File: config.mk
export PLATFORM = sky130hd
export DESIGN_NAME = sync_filter_bank
export DESIGN_NICKNAME = d
export VERILOG_FILES = /design/src/rtl/sync_pkg.sv /design/src/rtl/sync_filter_chan.sv /design/src/rtl/sync_filter_bank.sv
export SDC_FILE = /design/constraint.sdc
export NUM_CORES = 1
export LEC_CHECK = 0
export ABC_AREA = 1
export CAP_MARGIN = 20
export CORE_UTILIZATION = 50
export CTS_BUF_LIST = sky130_fd_sc_hd__clkbuf_8
export CTS_CLUSTER_SIZE = 28
export DETAILED_ROUTE_END_ITERATION = 12
export DONT_BUFFER_PORTS = 1
export GPL_TIMING_DRIVEN = 1
export HOLD_SLACK_MARGIN = 0.05
export PLACE_DENSITY = 0.63
export RECOVER_POWER = 100
export SLEW_MARGIN = 20
export SYNTH_ARGS = -nofsm -noshare
export SYNTH_HDL_FRONTEND = slang
export SYNTH_SLANG_ARGS = --single-unit
File: constraint.sdc
create_clock -name clk -period 1.45 [get_ports clk]
set_input_delay 0.29 -clock clk [delete_from_list [all_inputs] [get_ports clk]]
set_output_delay 0.29 -clock clk [all_outputs]
set_load 0.005 [all_outputs]
File: src/rtl/sync_pkg.sv
// rtl/sync_pkg.sv - shared defaults and counter-width helper for input synchronizers
package sync_pkg;

  localparam int SYNC_STAGES_DEF = 2;
  localparam int SYNC_FILTER_DEF = 4;

  // A filter of 1 or 2 samples still needs a 1-bit counter.
  function automatic int cnt_width(input int filter_cnt);
    return (filter_cnt <= 2) ? 1 : $clog2(filter_cnt);
  endfunction

endpackage

File: src/rtl/sync_filter_chan.sv
// rtl/sync_filter_chan.sv - one-bit synchronizer chain, glitch filter and edge registers
// Edge registers are built only when SYNC_FILTER_EDGE_EN is defined.
module sync_filter_chan
  import sync_pkg::*;
#(
  parameter int   STAGES     = SYNC_STAGES_DEF,
  parameter int   FILTER_CNT = SYNC_FILTER_DEF,
  parameter logic RST_VAL    = 1'b0
) (
  input  logic clk,
  input  logic rst,
  input  logic in,
  output logic out,
  output logic rise,
  output logic fall
);

  localparam int            CW      = cnt_width(FILTER_CNT);
  localparam logic [CW-1:0] CNT_MAX = CW'(FILTER_CNT - 1);

  generate
    if (STAGES < 2) begin : g_bad_stages
      $error("sync_filter_chan: STAGES must be 2 or more");
    end
    if (FILTER_CNT < 1) begin : g_bad_filter
      $error("sync_filter_chan: FILTER_CNT must be 1 or more");
    end
  endgenerate

  logic [STAGES-1:0] stage_q, stage_d;
  logic [CW-1:0]     cnt_q, cnt_d;
  logic              out_q, out_d;
  logic              s;
  logic              commit;

  assign s = stage_q[STAGES-1];

  always_comb begin
    stage_d = {stage_q[STAGES-2:0], in};
    cnt_d   = cnt_q;
    out_d   = out_q;
    commit  = 1'b0;
    // Any sample agreeing with the committed level discards a partial count.
    if (s == out_q) begin
      cnt_d = '0;
    end else if (cnt_q == CNT_MAX) begin
      out_d  = s;
      cnt_d  = '0;
      commit = 1'b1;
    end else begin
      cnt_d = cnt_q + 1'b1;
    end
  end

  always_ff @(posedge clk) begin
    if (rst) begin
      stage_q <= {STAGES{RST_VAL}};
      cnt_q   <= '0;
      out_q   <= RST_VAL;
    end else begin
      stage_q <= stage_d;
      cnt_q   <= cnt_d;
      out_q   <= out_d;
    end
  end

  assign out = out_q;

`ifdef SYNC_FILTER_EDGE_EN
  logic rise_q, rise_d;
  logic fall_q, fall_d;

  always_comb begin
    rise_d = commit & s;
    fall_d = commit & ~s;
  end

  always_ff @(posedge clk) begin
    if (rst) begin
      rise_q <= 1'b0;
      fall_q <= 1'b0;
    end else begin
      rise_q <= rise_d;
      fall_q <= fall_d;
    end
  end

  assign rise = rise_q;
  assign fall = fall_q;
`else
  logic unused_commit;
  assign unused_commit = commit;
  assign rise = 1'b0;
  assign fall = 1'b0;
`endif

endmodule

File: src/rtl/sync_filter_bank.sv
// rtl/sync_filter_bank.sv - WIDTH independent synchronize-and-debounce channels
// Optional rise/fall/changed events controlled by SYNC_FILTER_EDGE_EN.
module sync_filter_bank
  import sync_pkg::*;
#(
  parameter int               WIDTH      = 4,
  parameter int               STAGES     = SYNC_STAGES_DEF,
  parameter int               FILTER_CNT = SYNC_FILTER_DEF,
  parameter logic [WIDTH-1:0] RST_VAL    = {WIDTH{1'b0}}
) (
  input  logic             clk,
  input  logic             rst,
  input  logic [WIDTH-1:0] in,
  output logic [WIDTH-1:0] out,
  output logic [WIDTH-1:0] rise,
  output logic [WIDTH-1:0] fall,
  output logic             changed
);

  // Channels share nothing; a multi-bit bus gets no coherence guarantee here.
  for (genvar i = 0; i < WIDTH; i++) begin : g_chan
    sync_filter_chan #(
      .STAGES    (STAGES),
      .FILTER_CNT(FILTER_CNT),
      .RST_VAL   (RST_VAL[i])
    ) u_chan (
      .clk (clk),
      .rst (rst),
      .in  (in[i]),
      .out (out[i]),
      .rise(rise[i]),
      .fall(fall[i])
    );
  end

  assign changed = |(rise | fall);

endmodule

# == Yosys cells after proc, flatten, opt, wreduce, memory -nomap -nowiden ==
# Index checks and enable logic that the tools add are counted.
# op_classes
n_reduce_logical,8
bitwise,4
n_addsub,4
n_eq_ne,8
# op_table
cell,n
OR reduction 3 bit,4
adder 2 x 1 -> 2 bit (second input constant),4
equality test 2 bit (second input constant),4
AND reduction 2 bit,4
equality test 1 bit,4
NOT 1 bit,4
# totals
word_cells,36
out_inout_bits,13
register_bits,20
inputBits,6

# == Depth between registers and ports, before layout ==
# Gate-level depths: netlist (run 1).
# logic_depth
depth_word,3
depth_mapped,4
depth_no_buf,4

# == By module ==
# A second synthesis (run 1) with hierarchy kept.
# hier_totals
hier_cells,119
area_unflattened_um2,877.1
# by_module_without_submodules
module,instances,seq_area_each_um2,cells_each,area_per_inst_um2
sync_filter_chan,4,100.1,26,205.2
sync_filter_bank,1,0.0,15,56.3

# == Worst setup path after synthesis (run 1) ==
# OpenSTA, ideal clock, no wires.
# synth_timing
path_type,register -> register
start,register g_chan[0].u_chan.cnt_q[0]
end,register g_chan[0].u_chan.out_q
path_stages_with_launch,4
slack_ps,596
setup_ps,120
n_path_buf,0
required_ps,1330
synth_period_minus_slack_ps,854
t_arrival_ps,734
cell_sequence,dfxtp_1 > ha_1 > nor2_1 > nor3_4
# synth_via
elab_chain_cells,2
# synth_rtl
element,line_no,text
start: declaration,sync_filter_chan.sv:31,"logic [CW-1:0] cnt_q, cnt_d;"
start signal: assignment,sync_filter_chan.sv:62,cnt_q <= cnt_d;
equality test 2 bit,sync_filter_chan.sv:46,end else if (cnt_q == CNT_MAX) begin
AND reduction 2 bit (no line),-,
end signal: assignment,sync_filter_chan.sv:63,out_q <= out_d;
end: declaration,sync_filter_chan.sv:32,"logic out_q, out_d;"
# Every way passes these cells.
# A chain may end at the register's enable or synchronous reset.

# == Worst setup path in the final report (run 1) ==
# layout_timing
start,register g_chan[0].u_chan.out_q
end,output port out[0]
# layout_lines
element,line_no,text
end: declaration,sync_filter_bank.sv:14,"output logic [WIDTH-1:0] out,"
# No word-level cell between the ends.

==> results of run 1 <==
metal layers:
metal / vias up / part of all wire, % / global-route usage [%]
li1: 281 / - / -
met1: 204 / 52 / 14.8
met2: 15 / 40 / 16.4
met3: 2 / 5.9 / 6.67
met4: 0 / 1.1 / 5.45
met5: - / 0 / 0
worst paths after layout:
path                                      end  slack [ns]  cells past startpoint
hold / removal           g_chan[1].u_chan.out         0.1                      1
setup / recovery                       out[0]        0.50                      0
setup reg to reg         g_chan[0].u_chan.out        0.55                      4
hold reg to reg   g_chan[3].u_chan.stage_q[1]        0.39                      2
stage by stage:
stage	total power, mW	hold WS, ns	worst slack, ns
after detailed placement	0.609	0.362	0.556
after floorplan	0.638	0.388	0.596
final	1.01	0.0958	0.504
after CTS	1.02	0.0813	0.492
after global placement	0.607	0.361	0.576
after global routing	1.05	0.0769	0.451
kinds of logic (layout without fill, tap and decap cells):
| family | after synthesis | in the layout | synth area share [%] |
|---|---|---|---|
| simple gates | 44 | 44 | 23.1 |
| fa+ha+maj | 4 | 4 | 5.71 |
| other cells | 1 | 9 | 0.428 |
| flops | 20 | 20 | 45.7 |
| buf+inv | 39 | 28 | 25.0 |
final cells by class:
type | instances | area share (%)
flip-flops and latches | 20 | 47.0
inverters | 24 | 10.6
clock buffers | 4 | 6.46
multi-input cells | 57 | 33.6
well taps | 16 | 2.35
cells in the final DEF, fill, tap and decap left out:
master     n
clkbuf_8   4
nand2_1    8
dfxtp_1   20
nand3_1    4
ha_1       4
inv_1     24
nor3_1     2
nor2_1    26
nor3_4     2
nor2_2     2
conb_1     9
sequential cells by signal, summed over array words and instances (netlist names):
register	flops
g_chan.u_chan.cnt_q	8
g_chan.u_chan.stage_q	8
g_chan.u_chan.out	4
power groups by stage:
stage               sequential, mW  combinational, mW  clock, mW
finish                       0.570             0.0267      0.409
global route                 0.571             0.0333      0.447
CTS                          0.569             0.0267      0.427
detailed placement           0.582             0.0267          0
global placement             0.582             0.0256          0
floorplan                    0.581             0.0569          0
==> run_results.csv, run 1 <==
group,metric,value,unit
routing,post_drt_wl_per_cell,7.67,um
clock_network,ctsResizeCount,0,
hold_path,holdCritStartpoint,"rst",
worst_setup_path,crit_start,"g_chan[0].u_chan.out",
hold_path,hold_class,"in -> reg",
clock_network,cts_setup_buffers,0,
power,p_comb_share,2.7,%
sta,hold_viol_final,0,
place,dp_cells,117,
cells_and_area,final_layout_size_suffix_gt1_share,7.62,%
place,placed_area,797,um^2
clock_network,postCtsHoldBufs,0,
clock_network,numCtsBuffers,3,
worst_setup_path,cp-start-kind,"flip-flop",
power,p_int,814,uW
power,p_switching,191,uW
cells_and_area,stdcell_area,852,um^2
logic_synthesis,post-synth-top-count-cell,"nor2_1",
logic_synthesis,synthArstFlopShare,0,%
worst_setup_path,end_kind,"primary output",
logic_synthesis,synthFlopType,"dfxtp_1",
worst_setup_path,arrival,0.66,ns
sta,setup_tns,0,ns
logic_synthesis,avgSynthCellArea,8.11,um^2
logic_synthesis,synthTopCellsByArea,"dfxtp_1, buf_4, nor2_1",
sta,finClkSkew,0.00620,ns
clock_network,cts-root-buf,"clkbuf_8",
routing,dr.pass1.iters,6,
routing,route.detailed.drc,0,
cells_and_area,n_antenna_cell,0,
sta,final_max_slew_viol_count,0,
die,die-area,1920,um^2
cells_and_area,seq_area,400,um^2
place,io_buffers,0,
logic_synthesis,synth_cell_types,13,
logic_synthesis,yosys_warnings,0,
sta,setup_viol,0,
die,die_h,43.9,um
routing,ant_nets,0,
sta,post-route-period-util,65.2,%
logic_synthesis,yosysTopAreaCell,"dfxtp_1",
power,p_leak,0.409,nW
cells_and_area,final_core_util,54.0,%
worst_setup_path,cp_max_fo,4,
place,dp_hpwl,683,um
cells_and_area,fillerInstances,159,
grt,grt_pass1_vias,403,
logic_synthesis,synth-seq-area-share,45.7,%
clock_network,cts_tree,"done",
grt,antenna_found_initial,0,
clock_network,cts.sinks,20,
grt,gr-total-overflow,0,
worst_setup_path,path_class,"reg -> out",
power,power_density,1180,nW/um^2
logic_synthesis,yosys.area.top_type_share,45.7,%
power,clkPwrFrac,40.7,%
die,die_w,43.9,um
cells_and_area,areaGrowthSynthToFinish,-2.71,%
grt,grtUsageTotal,11.8,%
power,peakVddDrop,800,uV
sta,rsz0062_at_grt,"false",
logic_synthesis,ys_seq_elements,20,
clock_network,clk_pin_slew_worst_paths,0.07,ns
die,num_io_pins,19,
worst_setup_path,r2r_start,"g_chan[0].u_chan.cnt_q[0]",
die,initial_utilization,55.6,%
logic_synthesis,synth_area,876,um^2
logic_synthesis,synth_common_cells,"nor2_1, inv_1, dfxtp_1, buf_4, nand2_1",
die,num_rows,14,
grt,grt_start_max_net_pins,17,
routing,drtIter0Drc,5,
routing,vias_per_cell,4.15,
clock_network,cts_buffer_depth,2,
power,power_frac_seq,56.6,%
place,gp_congestion,0.652,
routing,dr_total_vias,502,
grt,grt_pass1_wl,1610,um
logic_synthesis,synth_edf_count,0,
sta,finalCriticalPeriod,0.946,ns
routing,wirelength,928,um
worst_setup_path,crit_required,1.16,ns
clock_network,clk_latency,0.26,ns
cells_and_area,multi_input_area,287,um^2
power,switching_share,19.0,%
sta,max_freq,1060,MHz
cells_and_area,layout.cells.non_filler,121,
logic_synthesis,syn-instance-count,108,
die,core_area,1580,um^2
run,drv_cap,0,
cells_and_area,nets,116,
run_status,status,"finished clean",
clock_network,cts_max_level,1,
No activity file was read; power rests on OpenSTA's default activity.
==> run 2: changes to the inputs <==
- clock period: 1.45 -> 1 ns (I/O delays scaled with it)
==> run 2 against run 1 <==
  * Combinational power grew 130%
  * Routed wire length grew 12%
  * Flip-flop and latch count is the same
  * Highest routed layer unchanged
==> run_results.csv, run 2 (synthesis gave the netlist of run 1 again) <==
group,metric,value,unit
worst_setup_path,crit_chain,"ha_1 -> inv_1 -> nor2_1 -> nor3_4",
power,power,1.48,mW
sta,max_freq,1100,MHz
sta,post-route-worst-setup-slack,0.0900,ns
cells_and_area,nets,121,
place,pre_cts_slack,0.109,ns
grt,gr-total-overflow,0,
die,initial_utilization,55.6,%
cells_and_area,n_antenna_cell,0,
die,die_h,43.9,um
sta,setup_viol,0,
routing,ant_nets,0,
worst_setup_path,cp_num_buf_inv,1,
sta,post-route-period-util,91.0,%
place,dp_hpwl,685,um
cells_and_area,multi_input_area,287,um^2
worst_setup_path,r2r_start,"g_chan[0].u_chan.cnt_q[0]",
routing,post_drt_wl_per_cell,8.23,um
cells_and_area,layout_commonest_cell,"nor2_1",
routing,drtIter0Drc,10,
clock_network,clk_pin_slew_worst_paths,0.07,ns
clock_network,cts_max_level,1,
grt,grt_start_max_net_pins,12,
die,die_w,43.9,um
cells_and_area,final_cell_mix,"nor2_1, inv_1, dfxtp_1, conb_1, nand2_1",
routing,dr.pass1.iters,5,
grt,grt_pass1_wl,1820,um
worst_setup_path,crit_start,"g_chan[0].u_chan.cnt_q[0]",
power,p_leak,0.435,nW
clock_network,cts_buffer_depth,2,
grt,antenna_found_initial,0,
die,num_rows,14,
clock_network,cts.sinks,20,
routing,vias_per_cell,4.16,
worst_setup_path,cp_max_fo,3,
clock_network,cts_setup_buffers,0,
die,num_io_pins,19,
worst_setup_path,max_stage_delay,0.33,ns
hold_path,holdCritStartpoint,"rst",
grt,grtUsageTotal,14.2,%
worst_setup_path,end_kind,"flip-flop",
hold_path,hold_class,"in -> reg",
die,die-area,1920,um^2
power,peakVddDrop,1070,uV
die,core_area,1580,um^2
run,drv_cap,0,
sta,hold_viol_final,0,
cells_and_area,seq_area,400,um^2
cells_and_area,areaGrowthSynthToFinish,3.00,%
clock_network,cts_tree,"done",
clock_network,clk_latency,0.26,ns
sta,setup_tns,0,ns
grt,grt_pass1_vias,439,
cells_and_area,final_layout_size_suffix_gt1_share,7.27,%
worst_setup_path,path_class,"reg -> reg",
clock_network,cts-root-buf,"clkbuf_8",
worst_setup_path,cp_slowest_cell,"dfxtp_1",
cells_and_area,fillerInstances,143,
clock_network,numCtsBuffers,3,
routing,wirelength,1040,um
power,power_density,1640,nW/um^2
sta,finClkSkew,0.00481,ns
place,io_buffers,0,
sta,rsz0062_at_grt,"false",
routing,route.detailed.drc,0,
worst_setup_path,cp-start-kind,"flip-flop",
sta,final_max_slew_viol_count,0,
worst_setup_path,crit_required,1.14,ns
worst_setup_path,arrival,1.05,ns
sta,finalCriticalPeriod,0.910,ns
routing,dr_total_vias,524,
place,gp_congestion,0.652,
worst_setup_path,cp_top_family,"flip-flops",
run_status,status,"finished clean",
[run 2: changes by cell type in the layout (fill, tap and decap cells not counted), sizes merged]
cell           previous run  this run
clkdlybuf4s25             0         1
dlygate4sd3               0         4
[run 2: routing by layer]
metal | vias up | routed length, um | track usage (%) | part of all wire (%)
met2 | 17 | 437 | 20.6 | 42
met4 | 0 | 33 | 10.9 | 3.2
met3 | 4 | 62 | 6.25 | 6.0
met1 | 212 | 504 | 16.1 | 49
met5 | - | 0 | 0 | 0
li1 | 291 | - | - | -
[run 2: worst reg2reg max path, delay by kind of cell (launching register included)]
family	cells	cell delay [ns]
adders and majority gates	1	0.20
buffers and inverters	1	0.05
DFF	1	0.33
and+or+nand+nor	2	0.21
[run 2: worst paths after layout]
check / end / slack, ns / cells past startpoint
hold / removal: g_chan[2].u_chan.cnt_q[0] / 0.13 / 3
setup / recovery: g_chan[0].u_chan.out / 0.09 / 4
hold reg to reg: g_chan[3].u_chan.stage_q[1] / 0.40 / 2
setup reg to reg: g_chan[0].u_chan.out / 0.09 / 4
[run 2: final cells by class]
type	count	share of cell area (%)
sequential	20	44.4
multi-input combinational	57	31.8
timing repair buffer	5	5.55
clock buffer	4	6.10
tap	16	2.22
inverter	24	9.99
[run 2: per-stage QoR]
stage | hold slack [ns] | cell area [um^2] | util, % | cells
finish | 0.132 | 902 | 57.2 | 126
global route | 0.128 | 902 | 57.2 | 126
CTS | 0.124 | 902 | 57.2 | 126
detailed placement | 0.272 | 797 | 50.6 | 117
global placement | 0.271 | 797 | 50.6 | 117
floorplan | 0.307 | 906 | - | 116
[run 2: power by group]
group / internal, mW / switching, mW / total [mW]
logic: 0.0271 / 0.0341 / 0.0613
clock network: 0.350 / 0.241 / 0.591
registers: 0.817 / 0.00916 / 0.826
[run 2: what timing repair did]
item,in CTS,in global routing
hold endpoints to repair,12,0
hold buffers,5,0
gates resized for setup,0,1
setup endpoints to repair,0,6
